--- src/rtl/serial_addsub.sv ---
// serial_addsub -- bit-serial adder/subtractor with accumulate mode.
//
// Operands are captured on a start strobe and pushed through one full adder,
// least significant bit first, one bit per clock. The result is published
// to sum/ovf in a single step when the last bit has been processed.
//
// Ports
//   clk    in   1         system clock, rising edge
//   rst    in   1         synchronous active-high reset, highest priority
//   start  in   1         request an operation (sampled only while idle)
//   sub    in   1         0: X+B, 1: X-B computed as X+~B+1
//   accum  in   1         0: X=a, 1: X=sum[WIDTH-1:0] (running total)
//   a      in   WIDTH     operand A
//   b      in   WIDTH     operand B
//   busy   out  1         high while an operation is in progress
//   done   out  1         one-cycle pulse when sum/ovf have been updated
//   sum    out  WIDTH+1   registered result, [WIDTH] is the final carry-out
//   ovf    out  1         two's-complement overflow of the last operation
module serial_addsub #(
  parameter int WIDTH = 4
) (
  input  logic             clk,
  input  logic             rst,
  input  logic             start,
  input  logic             sub,
  input  logic             accum,
  input  logic [WIDTH-1:0] a,
  input  logic [WIDTH-1:0] b,
  output logic             busy,
  output logic             done,
  output logic [WIDTH:0]   sum,
  output logic             ovf
);

  localparam int CW = (WIDTH > 1) ? $clog2(WIDTH) : 1;
  localparam logic [CW-1:0] LAST = CW'(WIDTH - 1);

  typedef enum logic {S_IDLE, S_CALC} state_t;

  state_t           r_state;
  state_t           w_state_next;
  logic [CW-1:0]    r_cnt;
  logic [WIDTH-1:0] r_x;      // X operand, shifted right each bit
  logic [WIDTH-1:0] r_y;      // Y operand (b or ~b), shifted right each bit
  logic [WIDTH-1:0] r_s;      // partial sum bits, entering at the MSB
  logic             r_carry;
  logic [WIDTH:0]   r_sum;
  logic             r_ovf;
  logic             r_done;

  logic w_bit_s;
  logic w_bit_c;
  logic w_last;
  logic w_accept;

  // Single full adder on the current LSBs.
  assign w_bit_s = r_x[0] ^ r_y[0] ^ r_carry;
  assign w_bit_c = (r_x[0] & r_y[0]) | (r_x[0] & r_carry) | (r_y[0] & r_carry);
  assign w_last  = (r_state == S_CALC) && (r_cnt == LAST);

  always_comb begin
    w_state_next = r_state;
    w_accept     = 1'b0;
    case (r_state)
      S_IDLE: begin
        if (start) begin
          w_state_next = S_CALC;
          w_accept     = 1'b1;
        end
      end
      S_CALC: begin
        if (w_last) begin
          w_state_next = S_IDLE;
        end
      end
      default: w_state_next = S_IDLE;
    endcase
  end

  always_ff @(posedge clk) begin
    if (rst) begin
      r_state <= S_IDLE;
    end else begin
      r_state <= w_state_next;
    end
  end

  always_ff @(posedge clk) begin
    if (rst) begin
      r_cnt   <= '0;
      r_x     <= '0;
      r_y     <= '0;
      r_s     <= '0;
      r_carry <= 1'b0;
      r_sum   <= '0;
      r_ovf   <= 1'b0;
      r_done  <= 1'b0;
    end else begin
      r_done <= 1'b0;
      if (w_accept) begin
        // In accumulate mode the old carry-out is dropped: only the low
        // WIDTH bits of the previous result feed back.
        r_x     <= accum ? r_sum[WIDTH-1:0] : a;
        r_y     <= sub ? ~b : b;
        r_carry <= sub;
        r_cnt   <= '0;
      end else if (r_state == S_CALC) begin
        r_x     <= r_x >> 1;
        r_y     <= r_y >> 1;
        r_s     <= {w_bit_s, r_s[WIDTH-1:1]};
        r_carry <= w_bit_c;
        r_cnt   <= r_cnt + 1'b1;
        if (w_last) begin
          // r_carry here is the carry into the MSB; w_bit_c is the carry out.
          r_sum  <= {w_bit_c, w_bit_s, r_s[WIDTH-1:1]};
          r_ovf  <= r_carry ^ w_bit_c;
          r_done <= 1'b1;
        end
      end
    end
  end

  assign busy = (r_state == S_CALC);
  assign done = r_done;
  assign sum  = r_sum;
  assign ovf  = r_ovf;

endmodule
--- config.mk ---
export PLATFORM = sky130hd
export DESIGN_NAME = serial_addsub
export DESIGN_NICKNAME = d
export VERILOG_FILES = /design/src/rtl/serial_addsub.sv
export SDC_FILE = /design/constraint.sdc
export NUM_CORES = 1
export LEC_CHECK = 0
export ABC_AREA = 1
export CORE_MARGIN = 5
export CORE_UTILIZATION = 52
export DETAILED_ROUTE_END_ITERATION = 12
export GPL_TIMING_DRIVEN = 0
export HOLD_SLACK_MARGIN = 0.12
export PLACE_DENSITY = 0.79
export SYNTH_ARGS = -nofsm -noshare
export SYNTH_HDL_FRONTEND = slang
export SYNTH_SLANG_ARGS = --single-unit
--- constraint.sdc ---
create_clock -name clk -period 1.95 [get_ports clk]
set_input_delay 0.195 -clock clk [delete_from_list [all_inputs] [get_ports clk]]
set_output_delay 0.195 -clock clk [all_outputs]
set_load 0.05 [all_outputs]
**After elaboration in Yosys (flattened, before gate mapping)**

Index checks and enable logic that the tools add are counted.

- Input port bits: 13
- Word-level logic and storage cells: 41
- Flip-flop bits (word level): 23
- Output and inout port bits: 8

- Muxes and demuxes: 13
- Bitwise gates (word level): 11
- Eq/ne operators: 1
- Add/subtract/negate cells: 1
- Reduce and logical (&&, ||, !) cells: 6

Operators with widths:

| operator | count |
|---|---|
| 4-bit two-way mux | 6 |
| 1-bit two-way mux | 6 |
| 4-bit inverter | 1 |
| 1-bit bitwise AND | 3 |
| 3-bit AND reduction | 1 |
| 3-bit OR reduction | 1 |
| 1-bit XOR | 3 |
| 2-bit by 1-bit adder with 2-bit output, second input constant | 1 |
| 2-bit equality test, second input constant | 1 |
| 1-bit inverter | 2 |
| 1-bit OR | 2 |
| 1-bit case mux with 2 select lines | 1 |
| 2-bit AND reduction | 1 |
| 2-bit nonzero test | 1 |
| 2-bit OR reduction | 1 |
| 1-bit logical AND | 1 |

**Longest topological paths before layout**

- Word-level depth: 5
- Depth in mapped cells: 6
- Depth with buffers taken out: 5

**Worst setup path after synthesis**

No wires, ideal clock.

- Kind: register to register
- From: register r_state (netlist: busy)
- To: register r_sum[2] (netlist: sum[2])
- Required time: 1.829 ns
- Setup time: 0.121 ns
- Buffers on the path: 1
- Cell stages (with the launch flop): 5
- Setup slack: 0.694 ns
- Arrival: 1.135 ns
- Period minus slack after synthesis: 1.256 ns
- Cell sequence: dfxtp_1 buf_6 nand2_1 nand2_1 o22ai_1

- Word-level cells in the longest chain between the ends: 3
- Elaborated cells between the ends (all ways): 4
- Classes of those cells: mux: 1; bitwise: 1; reduce/logical: 2

Ends and longest elaborated chain:

| what | line | source |
|---|---|---|
| from (decl) | 40 | `state_t r_state;` |
| from (signal assigned) | 84 | `r_state <= w_state_next;` |
| 1-bit two-way mux | 64 | `case (r_state)` |
| 1-bit inverter (no source line) | n/a |  |
| 3-bit AND reduction (no source line) (*) | n/a |  |
| to (signal assigned) | 115 | `r_sum <= {w_bit_c, w_bit_s, r_s[WIDTH-1:1]};` |
| to (decl) | 47 | `logic [WIDTH:0] r_sum;` |

Every way passes the cells marked *; elsewhere a longest branch is shown, timed or not.
A chain may end at the register's enable or synchronous reset.

**Final worst setup path**

- From: register r_sum[1] (netlist: sum[1])
- To: output sum[1]

RTL lines:

| what | line | source |
|---|---|---|
| to (decl) | 31 | `output logic [WIDTH:0] sum,` |

No word-level cell between the ends.

==> reports/metrics.csv <==
metric,value,unit
outcome,completed,
post-cts-setup-buffers,0,
synth_xor_xnor_area_share,0.01774,
whs,0.4717,ns
antenna_found_initial,0,
syn_nets,152,
io_pins,21,
fin_crit,1.711,ns
syn_avg_cell_area,7.206,um2
slew_viol_final,0,
synthSimpleGateAreaFrac,0.2471,
pre_cts_ws,0.5408,ns
worstMarginPinSlew,0.4969,ns
maxCapViolations,0,
yosysUniqueCellTypes,20,
synth_adder_area_share,0.03295,
hold_path_end,sum[0],
finClkSkew,0.009965,ns
yosysSeqAreaShare,0.4461,
max_slew_margin,0.6677,
clk_pin_slew,0.11,ns
reg2reg_depth,3,
port_buffers,20,
crit_type,reg2out,
grt_pass1_vias,865,
rrSetupSlack,0.76,ns
drive_gt1_frac,0.06832,
synth_async_sr_flop_share,0,
clkSinkCount,22,
vias,931,
timing.final.ws_setup,0.2394,ns
drc,0,
fmax,584.6,MHz
synthMostInstantiatedCell,nand2_1,
p_per_area,679.9,nW/um2
arrival,1.52,ns
grt_pass1_wl,3.601,mm
cts_hold_buf,0,
ys_warn_count,0,
rows,15,
routed_wl,2.076,mm
synth-edff-count,0,
htreeDepth,1,
cts_buffers,3,
gp_congestion,0.7984,
cts_resized,0,
netlist.area_leader.share,0.4461,
clock_path_buffers,2,
yosys.area.top_type,dfxtp_1,
synth_top_family_by_area,simple AND/OR/NAND/NOR gates,
routedWlPerCell,11.16,um
tns,0,ns
r2r-end,ovf,
grt_max_degree,13,
syn2layout_area_growth,27.12,%
slowest_stage,clkdlybuf4s50_1,
required,1.75,ns
hold_violations,0,
die_w,53.57,um
setup_violations,0,
cts_tree,built,
clk_latency,0.31,ns
synthFlopType,dfxtp_1,
nets,177,
overflow,0,
drtAntennaViolNets,0,
r2r-start,r_x[0],
die_area,2870,um2
synth_area,987.2,um2
synthCells,137,
hold_depth,2,
synth_compound_area_frac,0.1369,
critical_path.max_stage_delay,0.82,ns
dp_hpwl,1.584,mm
diodes,0,
end_kind,output pin,
synth_common_cells,"nand2_1 (42), inv_1 (24), dfxtp_1 (22)",
rsz0062_at_grt,false,
critical_path.top_delay_family,buffers and inverters,
p_leak,0.5900,nW
via_per_inst,5.005,
drt_first_pass_iters,4,
min_path_type,reg2reg,
die_h,53.57,um
ir_worst_vdd,0.4177,mV
core_region_area,1764,um2
crit_chain,clkdlybuf4s50_1,
drt_iter0_drc,17,
startpoint_type,register,
crit_path_max_fanout,3,
start_util,0.5596,
min_from,r_s[1],
yosys-top-cells-area,"dfxtp_1 (45%), nand2_1 (16%), inv_1 (9.1%)",
grtUsageTotal,0.1762,
finalCritPeriodShare,0.8772,
synth_mux_area_frac,0,
cts_root_buf,clkbuf_4,
worstPathBufferInverterCount,1,
ys_ff_latch,22,
-- metrics by stage --
stage	cell area, um2	utilization	power, mW	std cells
floorplan	987.2	-	0.5623	137
finish	1255	0.7113	0.8532	186
CTS	1255	0.7113	0.8610	186
global placement	1219	0.6908	0.6069	182
global route	1255	0.7113	0.8924	186
detailed placement	1219	0.6908	0.6117	182
-- cell type report --
cell class                 count  area [um2]
multi-input combinational     86       429.2
fill                         155       509.2
timing repair buffer          20       200.2
buffer                         3       20.02
clock buffer                   4       36.28
tap                           25       31.28
sequential                    22       440.4
inverter                      26       97.59
-- layer usage --
layer | part of all wire | track usage
met4 | 0.022 | 0.1021
met2 | 0.49 | 0.2959
met1 | 0.43 | 0.2086
met5 | 0 | 0
met3 | 0.053 | 0.03324
-- flip-flops by register name, indices dropped and copies added, names as in the netlist --
signal	cells
done	1
r_x	4
busy	1
r_carry	1
ovf	1
r_cnt	2
r_s	3
sum	5
r_y	4
-- where the power goes --
| group | leakage (nW) | total [mW] | switching [mW] | internal (mW) |
|---|---|---|---|---|
| Clock | 0.0210 | 0.251 | 0.137 | 0.114 |
| Combinational | 0.390 | 0.123 | 0.0679 | 0.0550 |
| Sequential | 0.179 | 0.479 | 0.0113 | 0.468 |
| Total | 0.590 | 0.853 | 0.217 | 0.637 |
-- layout by cell type, fill, tap and decap left out --
cell type	netlist	layout
a211oi_1	1	1
a21oi_1	17	17
buf_2	1	1
buf_6	1	1
clkbuf_1	1	1
clkbuf_4	0	3
clkbuf_8	0	1
clkdlybuf4s50_1	0	20
dfxtp_1	22	22
fa_1	1	1
ha_1	1	1
inv_1	24	24
inv_2	2	2
nand2_1	42	42
nand3_1	9	9
nand3_2	1	1
nor2_1	1	1
nor2_4	2	2
nor3_1	1	1
o21ai_0	3	3
o21ai_1	3	3
o22ai_1	2	2
xnor2_1	2	2
-- worst min-delay path: stages (launching register included) --
cell and delay [ns]:
dfxtp_1 0.32, nand2_1 0.06, o21ai_1 0.05
-- cell families after synthesis --
kind of cell             after synthesis
flip-flops                            22
adder cells (fa/ha/maj)                2
AO/OA/AOI/OAI                         26
buffers and inverters                 29
AND/OR/NAND/NOR                       56
XOR/XNOR                               2
-- worst max-delay path by stage --
stage	startpoint	end	slack, ns	cells past startpoint
floorplan	busy	sum[2]	0.69	4
global placement	busy	busy	0.59	1
detailed placement	start	r_x[2]	0.54	5
CTS	busy	busy	0.23	1
global route	busy	busy	0.19	1
finish	sum[1]	sum[1]	0.24	1
Note: power is estimated with default switching activity, not from simulation.
